[config.mk]
export PLATFORM = sky130hd
export DESIGN_NAME = lsu_ctrl
export DESIGN_NICKNAME = d
export VERILOG_FILES = /design/src/rtl/lsu_ctrl.sv
export SDC_FILE = /design/constraint.sdc
export NUM_CORES = 1
export LEC_CHECK = 0
export BUFFER_PORTS_ARGS = -buffer_cell sky130_fd_sc_hd__buf_2
export CAP_MARGIN = 20
export CORE_AREA = 2 2 113 115
export CTS_CLUSTER_SIZE = 40
export DETAILED_ROUTE_END_ITERATION = 12
export DIE_AREA = 0 0 115 117
export PLACE_DENSITY = 0.75
export SLEW_MARGIN = 20
export SYNTH_ARGS = -nofsm -noshare
export SYNTH_HDL_FRONTEND = slang
export SYNTH_SLANG_ARGS = --single-unit
[constraint.sdc]
create_clock -name clk -period 2.4 [get_ports clk]
set_input_delay 0.36 -clock clk [delete_from_list [all_inputs] [get_ports clk]]
set_output_delay 0.36 -clock clk [all_outputs]
set_load 0.005 [all_outputs]
[src/rtl/lsu_ctrl.sv]
// Load/store controller between the ALU address path and a word-wide, word-write-only data memory.
// Handles B/H/W loads with extension and sub-word stores via read-modify-write.
module lsu_ctrl #(
    parameter int ADDRESS_WIDTH = 32,
    parameter int DATA_WIDTH    = 32
) (
    input  logic                     clk,
    input  logic                     rst,
    input  logic                     req_valid,
    output logic                     req_ready,
    input  logic                     req_we,
    input  logic [2:0]               req_funct3,
    input  logic [ADDRESS_WIDTH-1:0] req_addr,
    input  logic [DATA_WIDTH-1:0]    req_wdata,
    output logic                     resp_valid,
    output logic [DATA_WIDTH-1:0]    resp_rdata,
    output logic                     resp_err,
    output logic                     mem_WE,
    output logic [ADDRESS_WIDTH-1:0] mem_A,
    output logic [DATA_WIDTH-1:0]    mem_WD,
    input  logic [DATA_WIDTH-1:0]    mem_RD
);

    typedef enum logic [1:0] {S_IDLE, S_RD, S_WR, S_DONE} state_t;

    state_t                     r_state;
    state_t                     w_next;
    logic                       r_we;
    logic [2:0]                 r_funct3;
    logic [1:0]                 r_off;
    logic [DATA_WIDTH-1:0]      r_wdata;
    logic [DATA_WIDTH-1:0]      r_rdata;
    logic                       r_err;
    logic [ADDRESS_WIDTH-1:0]   r_mem_a;
    logic [DATA_WIDTH-1:0]      r_mem_wd;
    logic                       w_accept;
    logic                       w_legal;

    function automatic logic [DATA_WIDTH-1:0] load_extend(input logic [DATA_WIDTH-1:0] word,
                                                          input logic [1:0] off,
                                                          input logic [2:0] f3);
        logic [7:0]  b;
        logic [15:0] h;
        b = word[{off, 3'b000} +: 8];
        h = off[1] ? word[31:16] : word[15:0];
        case (f3)
            3'b000:  return {{(DATA_WIDTH-8){b[7]}}, b};
            3'b100:  return {{(DATA_WIDTH-8){1'b0}}, b};
            3'b001:  return {{(DATA_WIDTH-16){h[15]}}, h};
            3'b101:  return {{(DATA_WIDTH-16){1'b0}}, h};
            3'b010:  return word;
            default: return '0;
        endcase
    endfunction

    // Only the addressed byte/halfword lanes change; the rest keep the value read in RD.
    function automatic logic [DATA_WIDTH-1:0] store_merge(input logic [DATA_WIDTH-1:0] old,
                                                          input logic [DATA_WIDTH-1:0] wd,
                                                          input logic [1:0] off,
                                                          input logic [2:0] f3);
        logic [DATA_WIDTH-1:0] m;
        m = old;
        if (f3[1:0] == 2'b00) begin
            m[{off, 3'b000} +: 8] = wd[7:0];
        end else begin
            m[{off[1], 4'b0000} +: 16] = wd[15:0];
        end
        return m;
    endfunction

    assign req_ready  = (r_state == S_IDLE);
    assign w_accept   = req_valid & req_ready & ~rst;
    assign resp_valid = (r_state == S_DONE) & ~rst;
    assign resp_err   = r_err & resp_valid;
    assign resp_rdata = r_rdata;
    assign mem_WE     = (r_state == S_WR) & ~rst;
    assign mem_A      = r_mem_a;
    assign mem_WD     = r_mem_wd;

    always_comb begin
        w_legal = 1'b0;
        case (req_funct3)
            3'b000:  w_legal = 1'b1;
            3'b001:  w_legal = ~req_addr[0];
            3'b010:  w_legal = (req_addr[1:0] == 2'b00);
            3'b100:  w_legal = ~req_we;
            3'b101:  w_legal = ~req_we & ~req_addr[0];
            default: w_legal = 1'b0;
        endcase
    end

    always_comb begin
        w_next = r_state;
        case (r_state)
            S_IDLE: begin
                if (w_accept) begin
                    if (!w_legal)                     w_next = S_DONE;
                    else if (!req_we)                 w_next = S_RD;
                    else if (req_funct3 == 3'b010)    w_next = S_WR;
                    else                              w_next = S_RD;
                end
            end
            S_RD:    w_next = r_we ? S_WR : S_DONE;
            S_WR:    w_next = S_DONE;
            S_DONE:  w_next = S_IDLE;
            default: w_next = S_IDLE;
        endcase
    end

    always_ff @(posedge clk) begin
        if (rst) begin
            r_state  <= S_IDLE;
            r_we     <= 1'b0;
            r_funct3 <= '0;
            r_off    <= '0;
            r_wdata  <= '0;
            r_rdata  <= '0;
            r_err    <= 1'b0;
            r_mem_a  <= '0;
            r_mem_wd <= '0;
        end else begin
            r_state <= w_next;
            if (w_accept) begin
                r_we     <= req_we;
                r_funct3 <= req_funct3;
                r_off    <= req_addr[1:0];
                r_wdata  <= req_wdata;
                r_err    <= ~w_legal;
                r_rdata  <= '0;
                r_mem_a  <= {req_addr[ADDRESS_WIDTH-1:2], 2'b00};
                if (req_we && req_funct3 == 3'b010) begin
                    r_mem_wd <= req_wdata;
                end
            end
            // RD either finishes a load or captures the old word for a sub-word store.
            if (r_state == S_RD) begin
                if (r_we) begin
                    r_mem_wd <= store_merge(mem_RD, r_wdata, r_off, r_funct3);
                end else begin
                    r_rdata <= load_extend(mem_RD, r_off, r_funct3);
                end
            end
        end
    end

endmodule

==> results of run 1 <==
per-stage QoR:
stage	area, um2	power [uW]	worst slack [ns]	hold slack, ns
final	7250	7190	0.158	0.153
after global routing	7250	7510	0.0102	0.143
after CTS	7230	7180	0.0890	0.135
after detailed placement	6580	4370	0.114	0.439
after global placement	6580	4310	0.247	0.435
after floorplan	5320	3590	0.164	0.417
power by group through the flow:
| stage | combinational [uW] | clock [uW] | sequential, uW |
|---|---|---|---|
| floorplan | 1070 | 0 | 2520 |
| global placement | 1760 | 0 | 2550 |
| detailed placement | 1810 | 0 | 2550 |
| CTS | 1820 | 2840 | 2520 |
| global route | 2020 | 2940 | 2560 |
| finish | 1850 | 2810 | 2530 |
logic make-up after synthesis:
| logic type | after synthesis | share of synthesized area, % |
|---|---|---|
| multiplexers | 43 | 8.80 |
| adder cells (fa/ha/maj) | 10 | 2.35 |
| flip-flops | 119 | 44.8 |
| buffers and inverters | 51 | 4.09 |
| other | 1 | 0.0705 |
| AO/OA/AOI/OAI | 228 | 32.2 |
| AND/OR/NAND/NOR | 73 | 7.63 |
worst paths after layout:
kind                        startpoint                   endpoint  slack (ns)  cells past startpoint
max            r_state[0]$_SDFFE_PP0P_      mem_WD[30]$_SDFF_PP0_        0.16                      7
max reg2reg    r_state[0]$_SDFFE_PP0P_      mem_WD[30]$_SDFF_PP0_        0.16                      7
min                        req_addr[3]      mem_A[3]$_SDFFE_PP0P_        0.15                      2
min reg2reg  resp_rdata[13]$_SDFF_PP0_  resp_rdata[13]$_SDFF_PP0_        0.45                      1
timing repair:
action / CTS / global route
hold buffers: 0 / 0
resized for setup: 0 / 1
endpoints found under the setup margin: 0 / 9
setup buffers: 0 / 1
sequential cells by signal, indices dropped and copies added, names as in the netlist:
signal      count
mem_WD         32
r_funct3        3
resp_rdata     32
r_err           1
r_we            1
r_state         2
r_wdata        16
mem_A          30
r_off           2
cell usage after synthesis (3+ instances only):
library cell  number  share of area, %
a222oi_1           8               1.5
a21oi_1           33               3.1
mux2i_1           16               3.0
a22oi_1            8               1.1
inv_1              5              0.35
o22ai_1           16               1.9
dfxtp_1          119                45
nor2_1             5              0.35
nor3_1             4              0.38
a21o_1            14               2.0
nor3b_1            3              0.42
ha_1              10               2.4
o21ai_0           35               3.3
nand3b_1           4              0.56
mux2_2            26               5.5
o2bb2ai_1          8               1.3
buf_2              3              0.28
nand3_1           18               1.7
clkbuf_1          33               2.3
nand2_1           17               1.2
buf_1              5              0.35
nor2b_1            8              0.94
a221o_1           28               5.3
a22o_1            53               8.7
a221oi_1          19               3.1
area by class of cell:
cell class,instances,area (um2)
fill,1075,5060
multi-input combinational,356,2750
sequential,119,2380
timing repair buffer,232,1250
clock buffer,20,457
clock inverter,12,199
tap,150,188
inverter,6,22.5
metal layers:
| layer | wire [um] | vias up |
|---|---|---|
| met5 | 0 | - |
| met4 | 340 | 0 |
| met3 | 1450 | 32 |
| met2 | 8530 | 272 |
| met1 | 7880 | 2646 |
| li1 | - | 2498 |
critical path, cell delays in order, from the launching register on:
cell	delay, ns
dfxtp_1	0.34
inv_1	0.12
ha_1	0.37
and3b_2	0.55
nand2_1	0.14
buf_4	0.26
mux2i_1	0.21
o22ai_1	0.11
==> summary.md, run 1 <==
| Metric | Value |
|---|---|
| Outcome | `complete, no violations` |
| Met2 global-route usage | `42.2%` |
| Antenna violations before repair | `0` |
| Post-layout util | `58.9%` |
| Most frequent cells in the layout | `buf_2 (200), dfxtp_1 (119), a22o_1 (53)` |
| Vias per cell | `slightly above 6` |
| CP arrival | `2.54 ns` |
| PD cells | `991 nW/um2` |
| Clock latency on the worst-skew pair | `0.42 ns` |
| Endpoints failing setup | `0` |
| GRT Resource Usage Total | `26.6%` |
| Starting Density | `43.2%` |
| Fmax achieved | `446 MHz` |
| CTS tree | `done` |
| IO buf count | `200` |
| Most common cell after layout, fill and taps aside | `buf_2` |
| I/O pins | `203` |
| Worst Tran Pin Value | `0.752 ns` |
| Die Footprint | `between 10000 and 15000 um2` |
| Max-slew violations | `0` |
| Core area | `between 10000 and 15000 um2` |
| DRT Pass-1 Iters | `7` |
| Internal power | `roughly 5000 uW` |
| Sink Count | `119` |
| Max FO, Critical Path | `24` |
| Clk slew on worst S/H paths | `0.05 ns` |
| Switching share of power | `30.0%` |
| Post-synth cell types | `47` |
| Setup TNS | `0 ns` |
| Clock Path Buffers | `2` |
| Post-route DRC | `0` |
| P&R area growth vs syn | `36.4%` |
| Finished Layout Cells | `895` |
| First-pass GRT wire length | `27.4 mm` |
| Post-synth EDFFs | `0` |
| NetSw | `~2200 uW` |
| Crit path launch type | `register` |
| Crit path time final | `2.24 ns` |
| Slew headroom | `49.6%` |
| Diodes inserted | `0` |
| Async SR Flop Fraction | `0%` |
| Seq pwr share | `between 30% and 40%` |
| Row cnt | `41` |
| H-tree Lvls | `4` |
| Die X-Extent | `roughly 120 um` |
| Total grt overflow | `0` |
| Mapped cell area | `around 5300 um2` |
| Peak VDD IR | `0.000551 V` |
| Seq cells post-synth | `119` |
| Endpoints failing hold | `0` |
| Root buf cell | `clkbuf_16` |
| Setup CP Type | `reg2reg` |
| Final net count | `845` |
| Logic pwr share | `25.7%` |
| Syn avg cell area | `10.1 um2` |
| Avg WL per Cell | `20.3 um` |
| Post-synthesis cell count | `525` |
| Ys flop type | `dfxtp_1` |
| Placed Cells | `862` |
| Busiest grt layer | `met2` |
| CP endpoint kind | `register` |
| CP required | `roughly 2.7 ns` |
| Hold Crit Class | `in2reg` |
| Layout cell share with drive strength beyond 1 | `40.0%` |
| Die height | `117 um` |
| Routed wire length | `18.2 mm` |
| Pleak | `0.00339 uW` |
| Dpl hpwl | `13.4 mm` |
| Met3 Use GR | `6.59%` |
| Antenna Nets Post-Route | `0` |
| Sequential element share of the synthesized area | `44.8%` |
| Largest net degree at the start of global routing | `31` |
| RePlAce Congestion | `approximately 0.94` |
| Met1 Use GR | `35.7%` |
| Synth Warn # | `0` |
| CTS buffer count | `17` |
| Vias in the first global route | `around 5100` |
| 1st-iter DRT viols | `627` |
| RSZ-0062 raised after global routing | `no` |
| Clock network fraction of total power | `around two fifths` |
| Max Cap Violations | `0` |
| Clk_skew | `0.00706 ns` |
| Vias after detailed routing | `5448` |
| Final period util | `93.4%` |
Note: power is estimated with default switching activity, not from simulation.
==> run 2: changes to the inputs <==
--- a/config.mk
+++ b/config.mk
@@ -12,6 +12,7 @@
 export DETAILED_ROUTE_END_ITERATION = 12
 export DIE_AREA = 0 0 115 117
 export PLACE_DENSITY = 0.75
+export REMOVE_ABC_BUFFERS = 1
 export SLEW_MARGIN = 20
 export SYNTH_ARGS = -nofsm -noshare
 export SYNTH_HDL_FRONTEND = slang
==> summary.md, run 2 (synthesis results as in run 1) <==
| Metric | Value |
|---|---|
| Outcome | `complete, no violations` |
| Clock Path Buffers | `2` |
| Setup CP Type | `reg2reg` |
| Top Family by Delay on Critical Path | `simple AND/OR/NAND/NOR gates` |
| Starting Density | `43.2%` |
| Setup TNS | `0 ns` |
| Endpoints failing setup | `0` |
| CP required | `2.77 ns` |
| Crit path time final | `approximately 2.1 ns` |
| Diodes inserted | `0` |
| CTS tree | `done` |
| Final net count | `843` |
| R2R Path Start | `r_state[1]$_SDFFE_PP0P_` |
| Worst Tran Pin Value | `0.792 ns` |
| Hold Crit Class | `in2reg` |
| RSZ-0062 raised after global routing | `no` |
| CTS resizes | `0` |
| Die X-Extent | `115 um` |
| IO buf count | `200` |
| Hold Startpoint | `req_addr[15]` |
| Crit path from | `r_state[1]$_SDFFE_PP0P_` |
| Most common cell after layout, fill and taps aside | `buf_2` |
| Post-route DRC | `0` |
| Most frequent cells in the layout | `buf_2 (200), dfxtp_1 (119), a22o_1 (53)` |
| Vias after detailed routing | `5490` |
| Largest net degree at the start of global routing | `between 40 and 50` |
| Setup Fix Bufs, Post-CTS | `0` |
| CP max stage delay | `roughly 0.41 ns` |
| Slew headroom | `47.2%` |
| Peak VDD IR | `0.000561 V` |
| Max-slew violations | `0` |
| CP arrival | `approximately 2.5 ns` |
| Fmax achieved | `around 470 MHz` |
| Vias per cell | `6.15` |
| RePlAce Congestion | `0.969` |
| Buf+Inv Stages, Crit Path | `2` |
| Die Footprint | `between 10000 and 15000 um2` |
| Layout cell share with drive strength beyond 1 | `39.7%` |
| Routed wire length | `about 19 mm` |
| Dpl hpwl | `13.1 mm` |
| Root buf cell | `clkbuf_16` |
| Post-layout util | `59.2%` |
| Sink Count | `119` |
| Pre-CTS setup slack | `about 0.33 ns` |
| Avg WL per Cell | `20.9 um` |
| DRT Pass-1 Iters | `5` |
| H-tree Lvls | `4` |
| P&R area growth vs syn | `37.2%` |
| Vias in the first global route | `approximately 5300` |
| Crit path launch type | `register` |
| Endpoints failing hold | `0` |
| Pleak | `0.00343 uW` |
| CP Cell Sequence | `inv_1 -> ha_1 -> nor2b_1 -> nand3b_1 -> buf_4 -> a21oi_1 -> a21o_1` |
| Max FO, Critical Path | `11` |
| Die height | `117 um` |
| 1st-iter DRT viols | `around 560` |
| Final Worst Setup Slack | `0.263 ns` |
| CP endpoint kind | `register` |
| Antenna Nets Post-Route | `0` |
| Slowest-stage cell, CP | `nand3b_1` |
| Clock latency on the worst-skew pair | `0.42 ns` |
| Max Cap Violations | `0` |
| First-pass GRT wire length | `28.1 mm` |
| PD cells | `1010 nW/um2` |
| Clk slew on worst S/H paths | `0.05 ns` |
| Antenna violations before repair | `0` |
| Total grt overflow | `0` |
| Cts hold-fix bufs | `0` |
| Clk_skew | `0.00957 ns` |
| Final period util | `89.0%` |
| CTS buffer count | `17` |
| Min Hold Slack | `0.158 ns` |
| Fillers | `1076` |
| I/O pins | `~200` |
| Row cnt | `41` |
| Core area | `12300 um2` |
| GRT Resource Usage Total | `27.4%` |
==> run 2: cell types whose count changed in the layout (fill, tap and decap cells not counted), moves of 2 or more <==
cell        before  now
clkinvlp_4       4    0
clkbuf_8         2    7
buf_4           31   27
buf_12           1    3
==> run 2: cell type report <==
class	count	area, um2	area share [%]
well taps	150	188	2.57
flip-flops and latches	119	2380	32.7
inverters	6	22.5	0.309
multi-input cells	356	2750	37.7
repair buffers	230	1260	17.3
clock buffers	25	526	7.21
clock inverters	7	160	2.20
==> run 2: metal layers <==
layer	GRT usage (%)	share of wire [%]	vias to the layer above
met2	42.5	46	327
met1	36.0	41	2628
met3	7.26	10	45
met4	12.1	2.6	0
met5	0	0	-
li1	-	-	2490
==> run 2: path summary, 6_finish.rpt <==
path / depth (start not counted) / slack (ns) / to
max: 7 / 0.26 / resp_rdata[15]$_SDFF_PP0_
min: 2 / 0.16 / mem_A[15]$_SDFFE_PP0P_
max reg2reg: 7 / 0.26 / resp_rdata[15]$_SDFF_PP0_
min reg2reg: 1 / 0.45 / resp_rdata[15]$_SDFF_PP0_
==> run 2: metrics by stage <==
step | std cells | instance area [um2] | power (uW)
after floorplan | 481 | 5120 | 3510
after global placement | 861 | 6610 | 4350
after detailed placement | 861 | 6610 | 4410
after CTS | 893 | 7290 | 7330
after global routing | 893 | 7290 | 7650
final | 893 | 7290 | 7340
==> run 2: power by group <==
part	switching, uW	internal, uW	total [uW]	leakage, uW
clock network	880	2030	2910	0.000339
logic	1040	859	1900	0.00212
registers	233	2290	2520	0.000969
